**config.mk**
```make
export PLATFORM = sky130hd
export DESIGN_NAME = flash_read_sequencer
export DESIGN_NICKNAME = d
export VERILOG_FILES = /design/src/rtl/flash_ctrl_pkg.sv /design/src/rtl/flash_phase_timer.sv /design/src/rtl/flash_read_sequencer.sv
export SDC_FILE = /design/constraint.sdc
export NUM_CORES = 1
export LEC_CHECK = 0
export ABC_AREA = 1
export ABC_CLOCK_PERIOD_IN_PS = 2100
export BUFFER_PORTS_ARGS = -buffer_cell sky130_fd_sc_hd__buf_2
export CELL_PAD_IN_SITES_DETAIL_PLACEMENT = 0
export CELL_PAD_IN_SITES_GLOBAL_PLACEMENT = 2
export CORE_MARGIN = 2
export CORE_UTILIZATION = 27
export DETAILED_ROUTE_END_ITERATION = 12
export PLACE_DENSITY_LB_ADDON = 0.1
export SLEW_MARGIN = 40
export SYNTH_ARGS = -nofsm -noshare
export SYNTH_HDL_FRONTEND = slang
export SYNTH_SLANG_ARGS = --single-unit
```
**constraint.sdc**
```tcl
create_clock -name wb_clk_i -period 2.1 [get_ports wb_clk_i]
set_clock_uncertainty 0.05 [all_clocks]
set_input_delay 0.315 -clock wb_clk_i [delete_from_list [all_inputs] [get_ports wb_clk_i]]
set_output_delay 0.315 -clock wb_clk_i [all_outputs]
set_load 0.01 [all_outputs]
```
**src/rtl/flash_ctrl_pkg.sv**
```systemverilog
// Shared definitions for the flash page-read sequencer: FSM states, CSR offsets,
// default phase timing and CSR field positions.
package flash_ctrl_pkg;

  typedef enum logic [2:0] {
    StIdle,
    StSetup,
    StSense1,
    StSense2,
    StOe,
    StAck
  } state_e;

  localparam logic [7:0] PAGE_LO = 8'h00;
  localparam logic [7:0] PAGE_HI = 8'h1C;
  localparam logic [7:0] TIMING  = 8'h20;
  localparam logic [7:0] STATUS  = 8'h24;

  localparam logic [7:0] TSetupDef = 8'd4;
  localparam logic [7:0] TSen1Def  = 8'd8;
  localparam logic [7:0] TSen2Def  = 8'd8;
  localparam logic [7:0] TOeDef    = 8'd2;

  localparam int unsigned TimSetupLsb = 0;
  localparam int unsigned TimSen1Lsb  = 8;
  localparam int unsigned TimSen2Lsb  = 16;
  localparam int unsigned TimOeLsb    = 24;

  localparam int unsigned StatBusyBit = 0;
  localparam int unsigned StatPageLsb = 8;
  localparam int unsigned StatDataLsb = 16;

endpackage

```
**src/rtl/flash_phase_timer.sv**
```systemverilog
// Loadable 8-bit down-counter timing one sequencer phase; done_o marks the phase's last cycle.
module flash_phase_timer (
  input  logic       clk_i,
  input  logic       rst_i,
  input  logic       load_i,
  input  logic [7:0] val_i,
  output logic       done_o
);

  logic [7:0] count_q, count_d;

  always_comb begin
    count_d = count_q;
    if (load_i) begin
      count_d = val_i;
    end else if (count_q > 8'd1) begin
      count_d = count_q - 8'd1;
    end
  end

  always_ff @(posedge clk_i) begin
    if (rst_i) begin
      count_q <= 8'd0;
    end else begin
      count_q <= count_d;
    end
  end

  // A loaded value of 0 is treated as a one-cycle phase.
  assign done_o = (count_q <= 8'd1);

endmodule

```
**src/rtl/flash_read_sequencer.sv**
```systemverilog
// Wishbone page reader for the 8x8 flash array: drives page select, two-stage sense and
// output enables, captures the sense-amp byte and returns it on the bus.
module flash_read_sequencer
  import flash_ctrl_pkg::*;
#(
  parameter logic [31:0] BASE_ADDR   = 32'h3000_0000,
  parameter logic [7:0]  T_SETUP_DEF = TSetupDef,
  parameter logic [7:0]  T_SEN1_DEF  = TSen1Def,
  parameter logic [7:0]  T_SEN2_DEF  = TSen2Def,
  parameter logic [7:0]  T_OE_DEF    = TOeDef
) (
  input  logic        wb_clk_i,
  input  logic        wb_rst_i,
  input  logic        wbs_cyc_i,
  input  logic        wbs_stb_i,
  input  logic        wbs_we_i,
  input  logic [3:0]  wbs_sel_i,
  input  logic [31:0] wbs_adr_i,
  input  logic [31:0] wbs_dat_i,
  output logic [31:0] wbs_dat_o,
  output logic        wbs_ack_o,
  output logic [2:0]  page_sel,
  output logic        page_vld,
  output logic        sen1,
  output logic        sen2,
  output logic [3:0]  out_en,
  input  logic [7:0]  sa_out,
  output logic        done_irq
);

  state_e      state_q, state_d;
  logic [2:0]  page_q, page_d;
  logic [2:0]  last_page_q, last_page_d;
  logic [7:0]  data_q, data_d;
  logic [31:0] timing_q, timing_d;
  logic        ack_q, ack_d;
  logic [31:0] dat_q, dat_d;

  logic        tmr_load;
  logic [7:0]  tmr_val;
  logic        tmr_done;

  logic        hit, req, is_page, is_timing, is_status, busy;
  logic [31:0] status;
  logic        unused_adr;

  assign unused_adr = ^wbs_adr_i[1:0];

  assign hit       = (wbs_adr_i[31:8] == BASE_ADDR[31:8]);
  assign req       = wbs_cyc_i & wbs_stb_i & ~ack_q & hit;
  assign is_page   = (wbs_adr_i[7:2] >= PAGE_LO[7:2]) && (wbs_adr_i[7:2] <= PAGE_HI[7:2]);
  assign is_timing = (wbs_adr_i[7:2] == TIMING[7:2]);
  assign is_status = (wbs_adr_i[7:2] == STATUS[7:2]);

  assign busy = (state_q == StSetup) || (state_q == StSense1) ||
                (state_q == StSense2) || (state_q == StOe);

  always_comb begin
    status = '0;
    status[StatBusyBit]             = busy;
    status[StatPageLsb +: 3]        = last_page_q;
    status[StatDataLsb +: 8]        = data_q;
  end

  // TIMING can only change from IDLE, so reading it live during a sequence is
  // equivalent to sampling it at acceptance.
  always_comb begin
    state_d     = state_q;
    page_d      = page_q;
    last_page_d = last_page_q;
    data_d      = data_q;
    timing_d    = timing_q;
    ack_d       = 1'b0;
    dat_d       = '0;
    tmr_load    = 1'b0;
    tmr_val     = timing_q[TimSetupLsb +: 8];

    unique case (state_q)
      StIdle: begin
        if (req) begin
          if (is_page && !wbs_we_i) begin
            page_d   = wbs_adr_i[4:2];
            tmr_load = 1'b1;
            tmr_val  = timing_q[TimSetupLsb +: 8];
            state_d  = StSetup;
          end else begin
            ack_d = 1'b1;
            if (wbs_we_i) begin
              if (is_timing) begin
                for (int b = 0; b < 4; b++) begin
                  if (wbs_sel_i[b]) timing_d[8*b +: 8] = wbs_dat_i[8*b +: 8];
                end
              end
            end else if (is_timing) begin
              dat_d = timing_q;
            end else if (is_status) begin
              dat_d = status;
            end
          end
        end
      end
      StSetup: begin
        if (!wbs_cyc_i) begin
          state_d = StIdle;
        end else if (tmr_done) begin
          tmr_load = 1'b1;
          tmr_val  = timing_q[TimSen1Lsb +: 8];
          state_d  = StSense1;
        end
      end
      StSense1: begin
        if (!wbs_cyc_i) begin
          state_d = StIdle;
        end else if (tmr_done) begin
          tmr_load = 1'b1;
          tmr_val  = timing_q[TimSen2Lsb +: 8];
          state_d  = StSense2;
        end
      end
      StSense2: begin
        if (!wbs_cyc_i) begin
          state_d = StIdle;
        end else if (tmr_done) begin
          tmr_load = 1'b1;
          tmr_val  = timing_q[TimOeLsb +: 8];
          state_d  = StOe;
        end
      end
      StOe: begin
        if (!wbs_cyc_i) begin
          state_d = StIdle;
        end else if (tmr_done) begin
          data_d      = sa_out;
          last_page_d = page_q;
          ack_d       = 1'b1;
          dat_d       = {24'h0, sa_out};
          state_d     = StAck;
        end
      end
      StAck: begin
        state_d = StIdle;
      end
      default: begin
        state_d = StIdle;
      end
    endcase
  end

  always_ff @(posedge wb_clk_i) begin
    if (wb_rst_i) begin
      state_q     <= StIdle;
      page_q      <= 3'd0;
      last_page_q <= 3'd0;
      data_q      <= 8'h00;
      timing_q    <= {T_OE_DEF, T_SEN2_DEF, T_SEN1_DEF, T_SETUP_DEF};
      ack_q       <= 1'b0;
      dat_q       <= '0;
    end else begin
      state_q     <= state_d;
      page_q      <= page_d;
      last_page_q <= last_page_d;
      data_q      <= data_d;
      timing_q    <= timing_d;
      ack_q       <= ack_d;
      dat_q       <= dat_d;
    end
  end

  flash_phase_timer u_timer (
    .clk_i  (wb_clk_i),
    .rst_i  (wb_rst_i),
    .load_i (tmr_load),
    .val_i  (tmr_val),
    .done_o (tmr_done)
  );

  assign page_vld  = busy;
  assign page_sel  = busy ? page_q : 3'd0;
  assign sen1      = (state_q == StSense1) || (state_q == StSense2) || (state_q == StOe);
  assign sen2      = (state_q == StSense2) || (state_q == StOe);
  assign out_en    = (state_q == StOe) ? 4'hF : 4'h0;
  assign done_irq  = (state_q == StAck);
  assign wbs_ack_o = ack_q;
  assign wbs_dat_o = dat_q;

endmodule

```
==> results of run 1 <==
-- cell type report --
cell class / count / area (um^2) / share of cell area
clock inverters: 5 / 62.56 / 0.01140
inverters: 85 / 322.8 / 0.05882
repair buffers: 152 / 884.6 / 0.1612
clock buffers: 11 / 232.7 / 0.04241
multi-input cells: 403 / 1947 / 0.3548
well taps: 188 / 235.2 / 0.04286
flip-flops and latches: 90 / 1803 / 0.3285
-- placed cells by master, fill, tap and decap left out --
master	netlist	final
nor4_4	1	1
buf_2	7	122
nand3b_1	1	1
xnor2_1	1	1
nor3_2	0	1
buf_4	4	24
nor2_2	2	3
ha_1	2	1
clkinv_1	4	3
o31ai_1	1	1
nor3_1	14	13
nor2_4	0	2
o211ai_1	5	5
clkbuf_16	0	9
or2_1	1	1
xor2_1	1	1
nand4_1	8	8
a21oi_1	51	51
o22ai_1	1	1
buf_12	0	3
ha_2	0	1
dfxtp_1	90	89
clkinvlp_4	0	3
o21ai_1	0	1
nand3_1	45	45
nor2_1	84	81
nand2_1	131	131
inv_2	1	3
bufinv_16	0	1
inv_6	0	2
inv_1	80	78
dfxtp_2	0	1
buf_6	0	3
o21ai_0	13	12
a211oi_1	41	41
clkbuf_1	14	2
-- per-stage QoR --
stage | setup WS, ns | instance area (um^2) | util | cells | hold slack, ns
2_1_floorplan | 0.2618 | 4164 | - | 604 | 0.3861
3_3_place_gp | 0.1310 | 5144 | 0.3396 | 917 | 0.4080
4_1_cts | 0.06521 | 5439 | 0.3591 | 933 | 0.1796
6_report | 0.1586 | 5488 | 0.3623 | 934 | 0.1892
3_5_place_dp | 0.06259 | 5144 | 0.3396 | 917 | 0.4117
5_1_grt | 0.007893 | 5488 | 0.3623 | 934 | 0.1827
-- critical path, cell delays in order, from the launching register on --
cell and delay [ns]:
dfxtp_1 0.41, nor2_4 0.04, inv_1 0.10, nor2_2 0.05
buf_4 0.15, nor2_1 0.13, buf_4 0.17, nor2_1 0.05
buf_2 0.13
-- timing repair --
action | in CTS | in global routing
setup buffers | 0 | 0
resized for setup | 0 | 17
setup endpoints to repair | 0 | 17
-- routing by layer --
layer / global-route usage / routed length, um / vias to the layer above
met2: 0.3010 / 6725 / 79
met1: 0.2307 / 6654 / 1897
met4: 0.06335 / 255 / 0
met5: 0 / 0 / -
li1: - / - / 2244
met3: 0.03130 / 481 / 18
-- cells by family after synthesis --
family	synth area share
xor gates and xnor gates	0.004207
buffers and inverters	0.1058
and+or+nand+nor	0.2882
adders and majority gates	0.006009
DFF	0.4327
AOI/OAI and AO/OA	0.1632
-- state kept, by name, indices dropped and copies added, names as in the netlist --
signal	count
timing_q	32
wbs_dat_o	32
data_q	8
u_timer.count_q	8
last_page_q	3
page_q	3
state_q	3
wbs_ack_o	1
-- power breakdown --
| part | switching, mW | internal, mW | total, mW |
|---|---|---|---|
| clock network | 0.707 | 0.932 | 1.64 |
| registers | 0.0675 | 1.79 | 1.85 |
| logic | 0.929 | 0.574 | 1.50 |
| total | 1.70 | 3.29 | 5.00 |
-- worst min path at each step --
stage                  start       endpoint  slack (ns)  cells after the start
6_report       wbs_dat_i[18]   timing_q[18]        0.19                      3
3_3_place_gp       data_q[0]      data_q[0]        0.41                      2
4_1_cts            sa_out[7]      data_q[7]        0.18                      3
3_5_place_dp       data_q[3]      data_q[3]        0.41                      2
2_1_floorplan   timing_q[11]  wbs_dat_o[11]        0.39                      2
5_1_grt        wbs_dat_i[24]   timing_q[24]        0.18                      3
==> metrics.yaml, run 1 <==
status: "completed"
coreArea_um2: 15150
syn-cell-area_um2: 4164
crit_type: "flip-flop to output pin"
critPathMaxFanout: 6
grt.overflow.total: 0
worstMarginPinSlew_ns: 0.4164
nNetsFinal: 824
numCtsBuffers: 9
drtIter0Drc: 154
cp.arrival_ns: 1.58
cts_buffer_depth: 2
start_kind: "flip-flop"
h-tree-depth: 3
cts_tree: "yes"
synth_seq_cells: 90
grt_pass1_vias: 4415
die_h_um: 128.2
powerDensity_nw_per_um2: 910.6
rsz0062_at_grt: "false"
end_kind: "output pin"
final.period_utilization: 0.9245
synth_top_cell_area_share: 0.4327
r2r_start: "u_timer.count_q[1]"
ir_drop_mv: 0.3963
grt_pass1_wl_mm: 22.45
fin_crit_ns: 1.941
worst_slew_margin_rel: 0.7207
ios: 125
ys_async_sr_fraction: 0
drc: 0
setup.worst_path.start: "state_q[1]"
cp.required_ns: 1.74
dr_total_vias: 4238
antenna_found_initial: 0
r2r_slack_ns: 0.19
reg2reg_to: "u_timer.count_q[2]"
grt_max_degree: 28
fmax_ghz: 0.5151
final_hold_viol_count: 0
ys_seq_area_frac: 0.4327
syn_avg_cell_area_um2: 6.894
finalSetupViolCount: 0
yosysTopAreaCell: "dfxtp_1"
p_leak_nw: 2.526
syn_inst: 604
vias_per_cell: 4.537
grt_use_total: 0.1791
finalSetupTns_ns: 0
drive_above_1_share: 0.2399
dieArea_um2: 16430
rows: 45
max_cap_viol_count: 0
ys_types: 26
drt_wl_total_mm: 14.12
antenna_cells_inserted: 0
r2r_cells: 12
start_util: 0.2749
synth_common_cells: "nand2_1 (131), dfxtp_1 (90), nor2_1 (84), inv_1 (80), a21oi_1 (51)"
cts.sinks: 90
clk_latency_ns: 0.35
synth.most_common_cell: "nand2_1"
ys_warn_count: 0
wl_per_cell_um: 15.11
die_w_um: 128.2
ant_nets: 0
slew_violations: 0
syn_to_final_growth_pct: 31.79
clkTransAtPathRegs_ns: 0.07
synth_edf_count: 0
io_buffers: 122
synth_area_leaders: "dfxtp_1 (43%), nand2_1 (12%), nor2_1 (7.6%), a211oi_1 (7.4%), inv_1 (7.2%)"
fillers: 1636
hold_class: "input port to flip-flop"
root_buffer: "clkbuf_16"
place_hpwl_mm: 10.92
power_mw: 4.997
ctsHoldBuffers: 0
synth_ff_type: "dfxtp_1"
drtPass1Iterations: 4
place.gp.congestion: 0.8142
cp-endpoint: "page_sel[1]"
syn_nets: 687
Power figures use the tool's default switching activity.
==> run 2: changes to the inputs <==
--- a/config.mk
+++ b/config.mk
@@ -6,7 +6,7 @@
 export NUM_CORES = 1
 export LEC_CHECK = 0
 export ABC_AREA = 1
-export ABC_CLOCK_PERIOD_IN_PS = 2100
+export ABC_CLOCK_PERIOD_IN_PS = 1900
 export BUFFER_PORTS_ARGS = -buffer_cell sky130_fd_sc_hd__buf_2
 export CELL_PAD_IN_SITES_DETAIL_PLACEMENT = 0
 export CELL_PAD_IN_SITES_GLOBAL_PLACEMENT = 2
@@ -17,4 +17,5 @@
 export SLEW_MARGIN = 40
 export SYNTH_ARGS = -nofsm -noshare
 export SYNTH_HDL_FRONTEND = slang
+export SYNTH_HIERARCHICAL = 1
 export SYNTH_SLANG_ARGS = --single-unit
==> constraint.sdc (replaced) <==
create_clock -name wb_clk_i -period 1.9 [get_ports wb_clk_i]
set_clock_uncertainty 0.05 [all_clocks]
set_input_delay 0.285 -clock wb_clk_i [delete_from_list [all_inputs] [get_ports wb_clk_i]]
set_output_delay 0.285 -clock wb_clk_i [all_outputs]
set_load 0.01 [all_outputs]
==> metrics.yaml, run 2 <==
status: "finished, violations left"
violations: "setup timing"
dp_cells: 1013
slew_violations: 0
syn_avg_cell_area_um2: 6.600
finalSetupViolCount: 3
synth.most_common_cell: "nand2_1"
rows: 46
ant_nets: 0
synth_common_cells: "nand2_1 (163), nor2_1 (136), dfxtp_1 (90), inv_1 (87), a21oi_1 (29)"
final.period_utilization: 1.036
cts.sinks: 90
ys_seq_area_frac: 0.4168
drtIter0Drc: 213
coreArea_um2: 15770
powerDensity_nw_per_um2: 936.1
cpPeakStageDelay_ns: 0.37
hold_class: "input port to flip-flop"
synth_top_cell_area_share: 0.4168
dr_total_vias: 4569
path_buf_inv: 2
syn_nets: 738
synth_ff_type: "dfxtp_1"
critPathMaxFanout: 6
whs_ns: 0.09915
start_util: 0.2741
die_h_um: 130.5
r2r_start: "u_timer/count_q[0]"
place_hpwl_mm: 11.57
drt_wl_total_mm: 15.02
cp.arrival_ns: 2.15
cp_slowest_cell: "dfxtp_4"
clk_latency_ns: 0.35
dieArea_um2: 17040
final_cell_mix: "nand2_1 (152), nor2_1 (126), buf_2 (122)"
synth_seq_cells: 90
ys_async_sr_fraction: 0
io_buffers: 122
syn-cell-area_um2: 4323
r2r_slack_ns: -0.07
p_leak_nw: 2.969
ctsHoldBuffers: 0
synth_edf_count: 0
fmax_ghz: 0.5078
numCtsBuffers: 9
cp.required_ns: 2.08
root_buffer: "clkbuf_16"
antenna_cells_inserted: 0
yosysTopAreaCell: "dfxtp_1"
start_kind: "flip-flop"
ir_drop_mv: 0.4411
grt_max_degree: 41
h-tree-depth: 3
cts_tree: "yes"
worst_slew_margin_rel: 0.6801
grt_pass1_wl_mm: 23.34
drtPass1Iterations: 4
worstMarginPinSlew_ns: 0.4798
drc: 0
finalSetupTns_ns: -0.1105
nNetsFinal: 899
setup.worst_path.start: "u_timer/count_q[0]"
ios: 125
grt_use_total: 0.1820
setup_ws_ns: -0.06915
cp_top_family: "simple AND/OR/NAND/NOR gates"
worstHoldStart: "wbs_dat_i[27]"
antenna_found_initial: 0
grt_pass1_vias: 4526
cp_cell_sequence: "inv_4 > ha_4 > inv_2 > nand2_2 > nand2_2 > nor2_4 > nand2_4 > nor2_4 > o21ai_0 > nor2_1 > a21oi_1 > nand2_1 > a21oi_1"
place.gp.congestion: 0.8063
fillers: 1777
clkTransAtPathRegs_ns: 0.07
vias_per_cell: 4.406
ys_types: 32
synth_area_leaders: "dfxtp_1 (42%), nand2_1 (14%), nor2_1 (12%), inv_1 (7.6%), a21oi_1 (3.4%)"
regArea_um2: 1808
ys_warn_count: 6
stdcell_count: 1037
multi_input_area_um2: 2232
grt.overflow.total: 0
syn_to_final_growth_pct: 38.73
end_kind: "flip-flop"
syn_inst: 655
cts_buffer_depth: 2
final_hold_viol_count: 0
final_common_cell: "nand2_1"
max_cap_viol_count: 0
drive_above_1_share: 0.2996
rsz0062_at_grt: "true"
wl_per_cell_um: 14.49
crit_type: "flip-flop to flip-flop"
fin_crit_ns: 1.969
die_w_um: 130.5
-- run 2: cell families after synthesis --
| kind of cell | count (synthesis) | share of synthesized area |
|---|---|---|
| buf+inv | 111 | 0.1085 |
| compound gates | 77 | 0.1016 |
| flops | 90 | 0.4168 |
| simple gates | 375 | 0.3673 |
| fa+ha+maj | 2 | 0.005788 |
-- run 2: worst min-delay path, delay by kind of cell --
family,cells,cell delay [ns]
and+or+nand+nor,2,0.11
buffers and inverters,1,0.08
-- run 2: timing repair --
action | CTS | global route
gates resized for setup | 24 | 46
setup buffers | 4 | 2
pin swaps | 12 | 25
endpoints found under the setup margin | 32 | 38
cloned | 1 | 1
-- run 2: cell type report --
type,count,area share
clock buffer,11,0.04214
tap,216,0.04507
inverter,91,0.06030
timing repair buffer,169,0.1646
multi-input combinational,455,0.3722
clock inverter,5,0.01419
sequential,90,0.3015
-- run 2: final timing paths --
check,end,depth (start not counted)
min reg2reg,wbs_dat_o[14],2
min,timing_q[27],3
max reg2reg,u_timer/count_q[2],13
max,u_timer/count_q[2],13
-- run 2: power by group --
group,internal [mW],total (mW),leakage (nW),switching [mW]
Sequential,1.97,2.05,0.728,0.0754
Clock,1.23,2.03,0.162,0.802
Combinational,0.703,1.53,2.08,0.828
-- run 2: metrics by stage --
stage	worst slack (ns)	utilization	cell area, um^2	power (mW)
after floorplan	0.01507	-	4359	2.800
after global placement	-0.1515	0.3435	5416	3.283
after detailed placement	-0.1896	0.3435	5416	3.278
after CTS	-0.03556	0.3711	5852	5.507
after global routing	-0.1435	0.3803	5997	5.930
final	-0.06915	0.3803	5997	5.614
-- run 2: layer usage --
layer | track usage | vias to the layer above | wire [um]
met2 | 0.2956 | 107 | 6896
met1 | 0.2425 | 2053 | 7046
met4 | 0.06133 | 0 | 306
met3 | 0.03624 | 19 | 773
li1 | - | 2390 | -
met5 | 0 | - | 0
